File: config.mk
export PLATFORM = sky130hd
export DESIGN_NAME = i2s_frame_controller
export DESIGN_NICKNAME = d
export VERILOG_FILES = /design/src/rtl/i2s_frame_controller.sv
export SDC_FILE = /design/constraint.sdc
export NUM_CORES = 1
export LEC_CHECK = 0
export BUFFER_PORTS_ARGS = -buffer_cell sky130_fd_sc_hd__buf_2
export CAP_MARGIN = 40
export CORE_AREA = 2 2 125 127
export CTS_CLUSTER_DIAMETER = 120
export DETAILED_ROUTE_END_ITERATION = 10
export DIE_AREA = 0 0 127 129
export GPL_ROUTABILITY_DRIVEN = 0
export HOLD_SLACK_MARGIN = 0.15
export PLACE_DENSITY = 0.77
export SYNTH_ARGS = -nofsm -noshare
export SYNTH_HDL_FRONTEND = slang
export SYNTH_SLANG_ARGS = --single-unit
File: constraint.sdc
create_clock -name mclk -period 8.9 [get_ports mclk]
set_input_delay 1.78 -clock mclk [delete_from_list [all_inputs] [get_ports mclk]]
set_output_delay 1.78 -clock mclk [all_outputs]
set_load 0.01 [all_outputs]
File: src/rtl/i2s_frame_controller.sv
// i2s_frame_controller: master-mode I2S frame sequencer with TX holding register and RX capture
module i2s_frame_controller #(
  parameter int SCLK_HALF   = 4,
  parameter int BITS_PER_CH = 32,
  parameter int DATA_W      = 24
) (
  input  logic              mclk,
  input  logic              rst,
  input  logic              en,
  input  logic [DATA_W-1:0] tx_left,
  input  logic [DATA_W-1:0] tx_right,
  input  logic              tx_valid,
  output logic              tx_ready,
  output logic [DATA_W-1:0] rx_left,
  output logic [DATA_W-1:0] rx_right,
  output logic              rx_valid,
  input  logic              sdin,
  output logic              sclk,
  output logic              lrclk,
  output logic              sdout,
  output logic              underrun,
  input  logic              clr_underrun
);
  localparam int PW = $clog2(2 * SCLK_HALF);
  localparam int SW = $clog2(2 * BITS_PER_CH);
  localparam logic [PW-1:0] PH_LAST = PW'(2 * SCLK_HALF - 1);
  localparam logic [PW-1:0] PH_RISE = PW'(SCLK_HALF);
  localparam logic [SW-1:0] SL_LAST = SW'(2 * BITS_PER_CH - 1);
  localparam logic [SW-1:0] SL_HALF = SW'(BITS_PER_CH);
  localparam logic [SW-1:0] K_MAX   = SW'(DATA_W);

  typedef enum logic {IDLE, RUN} state_t;

  state_t            r_state, w_next;
  logic [PW-1:0]     r_ph;
  logic [SW-1:0]     r_slot;
  logic              r_full, r_underrun, r_rx_valid;
  logic [DATA_W-1:0] r_hold_l, r_hold_r, r_sh_l, r_sh_r, r_rs_l, r_rs_r, r_rx_l, r_rx_r;
  logic              w_run, w_bnd, w_fs, w_acc, w_lr, w_kv, w_slot_end;
  logic [SW-1:0]     w_k;

  assign w_run      = r_state == RUN;
  assign w_slot_end = r_ph == PH_LAST;
  assign w_bnd      = w_run && w_slot_end && r_slot == SL_LAST;
  assign w_acc      = tx_valid && !r_full;
  assign w_lr       = r_slot >= SL_HALF;
  assign w_k        = w_lr ? r_slot - SL_HALF : r_slot;
  assign w_kv       = w_k != '0 && w_k <= K_MAX;

  assign tx_ready = !r_full;
  assign underrun = r_underrun;
  assign rx_valid = r_rx_valid;
  assign rx_left  = r_rx_l;
  assign rx_right = r_rx_r;
  assign sclk     = w_run && r_ph >= PH_RISE;
  assign lrclk    = w_run && w_lr;
  assign sdout    = w_run && w_kv && (w_lr ? r_sh_r[DATA_W-1] : r_sh_l[DATA_W-1]);

  // Next state and frame-start: en only matters in IDLE or on a frame boundary
  always_comb begin
    w_fs   = en && (!w_run || w_bnd);
    w_next = w_run ? ((w_bnd && !en) ? IDLE : RUN) : (en ? RUN : IDLE);
  end

  // State register
  always_ff @(posedge mclk or posedge rst) begin
    if (rst) r_state <= IDLE;
    else     r_state <= w_next;
  end

  // Phase within a slot and slot within a frame; both restart on every frame start and in IDLE
  always_ff @(posedge mclk or posedge rst) begin
    if (rst) begin
      r_ph   <= '0;
      r_slot <= '0;
    end else if (!w_run || w_bnd) begin
      r_ph   <= '0;
      r_slot <= '0;
    end else begin
      r_ph <= w_slot_end ? '0 : r_ph + PW'(1);
      if (w_slot_end) r_slot <= r_slot + SW'(1);
    end
  end

  // Holding register and sticky underrun; a same-cycle handshake only fills holding for the next frame
  always_ff @(posedge mclk or posedge rst) begin
    if (rst) begin
      r_full     <= 1'b0;
      r_hold_l   <= '0;
      r_hold_r   <= '0;
      r_underrun <= 1'b0;
    end else begin
      r_full     <= w_acc || (r_full && !w_fs);
      r_underrun <= (w_fs && !r_full) || (r_underrun && !clr_underrun);
      if (w_acc) begin
        r_hold_l <= tx_left;
        r_hold_r <= tx_right;
      end
    end
  end

  // TX shift registers: loaded at frame start, advanced at the end of each data slot so the MSB drives sdout
  always_ff @(posedge mclk or posedge rst) begin
    if (rst) begin
      r_sh_l <= '0;
      r_sh_r <= '0;
    end else if (w_fs) begin
      r_sh_l <= r_full ? r_hold_l : '0;
      r_sh_r <= r_full ? r_hold_r : '0;
    end else if (w_run && w_slot_end && w_kv) begin
      if (w_lr) r_sh_r <= r_sh_r << 1;
      else      r_sh_l <= r_sh_l << 1;
    end
  end

  // RX capture on the sclk rising cycle of data slots; words published with a one-cycle pulse at the boundary
  always_ff @(posedge mclk or posedge rst) begin
    if (rst) begin
      r_rs_l     <= '0;
      r_rs_r     <= '0;
      r_rx_l     <= '0;
      r_rx_r     <= '0;
      r_rx_valid <= 1'b0;
    end else begin
      r_rx_valid <= w_bnd;
      if (w_bnd) begin
        r_rx_l <= r_rs_l;
        r_rx_r <= r_rs_r;
      end
      if (w_run && r_ph == PH_RISE && w_kv) begin
        if (w_lr) r_rs_r <= {r_rs_r[DATA_W-2:0], sdin};
        else      r_rs_l <= {r_rs_l[DATA_W-2:0], sdin};
      end
    end
  end
endmodule

* After elaboration in Yosys (flattened, before gate mapping)
Index checks and enable logic that the tools add are counted.
** Word-level totals
- Flip-flop bits (word level) :: 205
- Bits of input ports :: 54
- Output and inout port bits :: 54
- Word-level logic and storage cells :: 74
** Cells by class
- Add/sub/neg operators :: 3
- $lt $le $gt $ge :: 3
- Equal/unequal tests :: 4
- Multiplexer cells :: 17
- Bitwise gates (word level) :: 1
- Reductions and logical operators :: 32
** Operator list (count)
- $mux W24 :: 8
- $mux W6 :: 3
- $logic_and A1 B1 Y1 :: 16
- $reduce_and A2 Y1 :: 4
- $add A6 B1 Y6 const B :: 1
- $eq A3 B3 Y1 const B :: 2
- $eq A6 B6 Y1 const B :: 1
- $ge A6 B6 Y1 const B :: 1
- $le A6 B5 Y1 const B :: 1
- $mux W3 :: 2
- $reduce_bool A2 Y1 :: 3
- $reduce_bool A6 Y1 :: 1
- $sub A6 B6 Y6 const B :: 1
- $logic_not A1 Y1 :: 5
- $mux W1 :: 4
- $add A3 B1 Y3 const B :: 1
- $ge A3 B3 Y1 const B :: 1
- $logic_or A1 B1 Y1 :: 3
- $ne A2 B2 Y1 const B :: 1
- $not A1 Y1 :: 1

* Longest topological paths before layout
- Depth in word-level cells :: 8
- Mapped depth :: 9
- Depth with buffers taken out :: 6

* Least setup slack after synthesis
Ideal clock, no wire load.
- Path type :: reg2out
- Start point :: register r_slot[0]
- End point :: output port sdout
- Arrival time :: 1310 ps
- Required time :: 7120 ps
- Path slack :: 5810 ps
- Cell stages (with the launch flop) :: 7
- Path buffers :: 0
- Cells stage by stage :: dfrtp_1 > inv_1 > ha_1 > or4b_4 > o21a_1 > nand2_1 > nor2_1
** On the way
- Longest elaborated chain between the ends :: 6
- Elaborated cells on any way between the ends :: 9
- Classes of those cells :: 1 x add/sub; 2 x order compare; 2 x mux; 4 x reduce/logical
** Ends and longest elaborated chain
- from (decl) :: line 36 : logic [SW-1:0] r_slot;
- from (signal assigned) :: line 81 : if (w_slot_end) r_slot <= r_slot + SW'(1);
- $sub A6 B6 Y6 or $ge A6 B6 Y1 (tied branches) :: line 47, 46
- $mux W6 :: line 47 : assign w_k = w_lr ? r_slot - SL_HALF : r_slot;
- $le A6 B5 Y1 or $reduce_bool A6 Y1 (tied branches) :: line 48 : assign w_kv = w_k != '0 && w_k <= K_MAX;
- $logic_and A1 B1 Y1 :: line 48
- $logic_and A1 B1 Y1 :: line 57 : assign sdout = w_run && w_kv && (w_lr ? r_sh_r[DATA_W-1] : r_sh_l[DATA_W-1]);
- $logic_and A1 B1 Y1 (*) :: line 57
- to (decl) :: line 20 : output logic sdout,
Mark *: on every way between the ends. The rest lies on a longest branch, timed or not.

* Final worst setup path
Ends and elaborated chain as after synthesis.

==> reports/metrics.csv <==
stage,metric,value,unit
power,Peak supply drop,0.154,mV
final_layout,"non-filler cells, final",889,
worst_setup_path,critical setup path kind,reg2out,
logic_synthesis,Mapped Area,0.00838,mm²
logic_synthesis,Cell variety after synth,36,
worst_setup_path,WP data arrival,2040,ps
power,Sequential Power Share,53.1,%
route,DR iter-0 viols,153,
power,P per Cell Area,210,mW/mm²
cts,Num CTS Buffers,21,
power,power share of the clock group,39.8,%
cts,maximum root-to-sink buffer count,3,
worst_setup_path,worst endpoint required time,7120,ps
grt,antenna violations before repair,0,
placed_design,IO Port Bufs,107,
cts,TritonCTS Sinks,205,
route,DRT Pass-1 Iters,4,
grt,vias in the first global route,4944,
grt,first-pass GRT wire length,23.8,mm
power,Comb pwr share,7.1,%
placed_design,Final HPWL DP,9.15,mm
final_layout,Final Cell Area,0.00973,mm²
worst_setup_path,crit path from,r_slot[0],
cts,Worst-path clk slew,60,ps
route,Routed Wire Length,14.1,mm
power,cell internal pwr,1.60,mW
run,Max Cap Viol,0,
final_layout,layout cells sized above 1,41.7,%
cts,CTS resizes,0,
sta,Hold Fails Final Rpt,0,
sta,setup TNS,0,ps
grt,largest net degree at the start of global routing,120,
floorplanning,# rows,45,
cts,hold_buf cts,0,
floorplanning,Die Y,129,µm
worst_setup_path,reg2reg start,r_ph[0],
power,Lkg Pwr,4.85,nW
worst_setup_path,reg2reg path depth,6,
cts,Setup Buffers After CTS,0,
route,DRC viols,0,
power,total design power,2.04,mW
worst_setup_path,Startpoint Class,flop,
floorplanning,chip width,127,µm
worst_setup_path,r2r setup slk,6370,ps
sta,final setup fails,0,
logic_synthesis,sequential fraction of the synthesis area,61.2,%
placed_design,Post-Place Cells,854,
final_layout,ANT cells,0,
floorplanning,core area,0.0150,mm²
logic_synthesis,Synth Register Bits,205,
sta,Final min period,3820,ps
placed_design,Placed Area,0.00909,mm²
sta,RSZ-0062 raised after global routing,false,
cts,root buffer cell,clkbuf_16,
sta,fmax,262,MHz
worst_setup_path,CP endpoint kind,output port,
route,DR vias,4836,
sta,Tcrit/Tclk final,42.9,%
placed_design,dpl ws,5560,ps
status,outcome,"complete, no violations",
logic_synthesis,Yosys Warn Count,0,
floorplanning,num ports,108,
final_layout,final net count,748,
power,Switching Fraction,21.4,%
cts,"Clk Latency, worst-skew pair",480,ps
route,DRT antenna net count,0,
hold_path,Hold Startpoint,r_ph[0],
sta,Slew @ Worst Pin,904,ps
sta,final worst slack,5080,ps
logic_synthesis,Cells after Synth,588,
sta,tightest hold margin,491,ps
floorplanning,die area,0.0164,mm²
worst_setup_path,r2r endpoint,rx_right[5],
grt,grt ovf,0,
final_layout,Area Overhead vs Synth,16.1,%
route,WL/cell,15.9,µm
worst_setup_path,crit-path max FO,4,
sta,final slew viol count,0,
final_layout,post-layout util,65.0,%
hold_path,class of the tightest hold or removal check,reg2reg,
worst_setup_path,Critical Path End,sdout,
sta,Fin Clk Skew,9.45,ps
cts,CTS tree,built,
floorplanning,Starting Density,56.0,%
power,Psw,438,µW
logic_synthesis,syn nets,647,
grt,GR Util All Layers,17.6,%
logic_synthesis,"Avg Cell Area, Syn",14.3,µm²
sta,slew margin rel.,39.7,%
route,Vias/cell,5.44,
cts,H-tree depth,1,
synthesized netlist by cell type:
cell type / number / area [µm²]
mux2_2: 124 / 1400
and4b_1: 1 / 10.0
nand2b_1: 1 / 6.26
ha_1: 5 / 62.6
buf_6: 1 / 11.3
and2b_1: 1 / 7.51
a21oi_1: 93 / 465
a21o_1: 1 / 7.51
nand4_1: 3 / 18.8
buf_4: 4 / 30.0
o22ai_1: 1 / 6.26
buf_12: 2 / 40.0
mux2i_1: 48 / 480
dfrtp_1: 205 / 5130
and3b_1: 1 / 8.76
o2111a_1: 1 / 11.3
buf_1: 1 / 3.75
nor2_1: 6 / 22.5
o21ai_0: 2 / 10.0
inv_1: 7 / 26.3
nor2b_1: 3 / 18.8
xor2_1: 1 / 8.76
buf_2: 13 / 65.1
mux2_4: 20 / 300
and4_1: 1 / 8.76
clkbuf_1: 18 / 67.6
o21a_1: 1 / 7.51
nand3_1: 1 / 5.00
nand3b_1: 1 / 7.51
or4b_4: 1 / 13.8
xnor2_1: 4 / 35.0
and2_1: 4 / 25.0
nor3_1: 1 / 5.00
and3_1: 3 / 18.8
nand2_1: 7 / 26.3
o2111ai_2: 1 / 15.0
routing by layer:
layer  routed length [µm]  GRT usage [%]
met1                 6460           24.2
met2                 6770           29.3
met3                  643           3.37
met4                  246           4.72
met5                    0              0
kinds of logic (layout without fill, tap and decap cells):
family / after synthesis / count (layout) / share of synthesized area, %
and+or+nand+nor: 35 / 35 / 2.42
AOI/OAI and AO/OA: 100 / 100 / 6.24
buffers and inverters: 46 / 159 / 2.91
muxes: 192 / 192 / 26.0
xor gates and xnor gates: 5 / 5 / 0.522
DFF: 205 / 205 / 61.2
adders and majority gates: 5 / 5 / 0.746
how the worst min path moves through the flow:
stage	endpoint	slack, ps	cells after the start
6_report	r_ph[0]	490	1
5_1_grt	r_ph[0]	500	1
4_1_cts	r_ph[0]	480	1
3_5_place_dp	r_ph[0]	470	1
3_3_place_gp	r_ph[0]	460	1
2_1_floorplan	r_ph[0]	440	1
cell type report:
type                       instances  area [µm²]
fill                            1090        5250
sequential                       205        5130
multi-input combinational        337        3040
timing repair buffer             117         656
clock buffer                      34         604
tap                              188         235
inverter                           7        33.8
clock inverter                     1        30.0
power by group through the flow:
stage | clock network [mW] | logic (mW) | registers, mW
floorplan | 0 | 0.114 | 1.08
global placement | 0 | 0.136 | 1.09
detailed placement | 0 | 0.147 | 1.10
CTS | 0.836 | 0.148 | 1.08
global route | 0.880 | 0.162 | 1.09
finish | 0.813 | 0.144 | 1.08
flip-flops by register name (all words and copies together), names as in the netlist, 3 cells and up:
register,cells
r_slot,6
rx_left,24
r_hold_l,24
r_ph,3
r_sh_l,24
r_rs_l,24
r_sh_r,24
r_hold_r,24
rx_right,24
r_rs_r,24
critical path, stage by stage (launching register included):
cell and delay, ps:
dfrtp_1 420, inv_1 80, ha_1 150, or4b_4 500, o21a_1 160, nand2_1 70, nor2_1 50, buf_2 140
cell usage in the layout, fill, tap and decap left out, drive strengths merged, types with 2 or more instances in the layout:
cell	Yosys	final
ha	5	5
o21ai	2	2
nand4	3	3
dfrtp	205	205
a21oi	93	93
nand2	7	7
and2	4	4
nor2	6	6
buf	21	117
mux2	144	144
xnor2	4	4
nor2b	3	3
clkbuf	18	34
mux2i	48	48
inv	7	7
and3	3	3
Note: power is estimated with default switching activity, not from simulation.
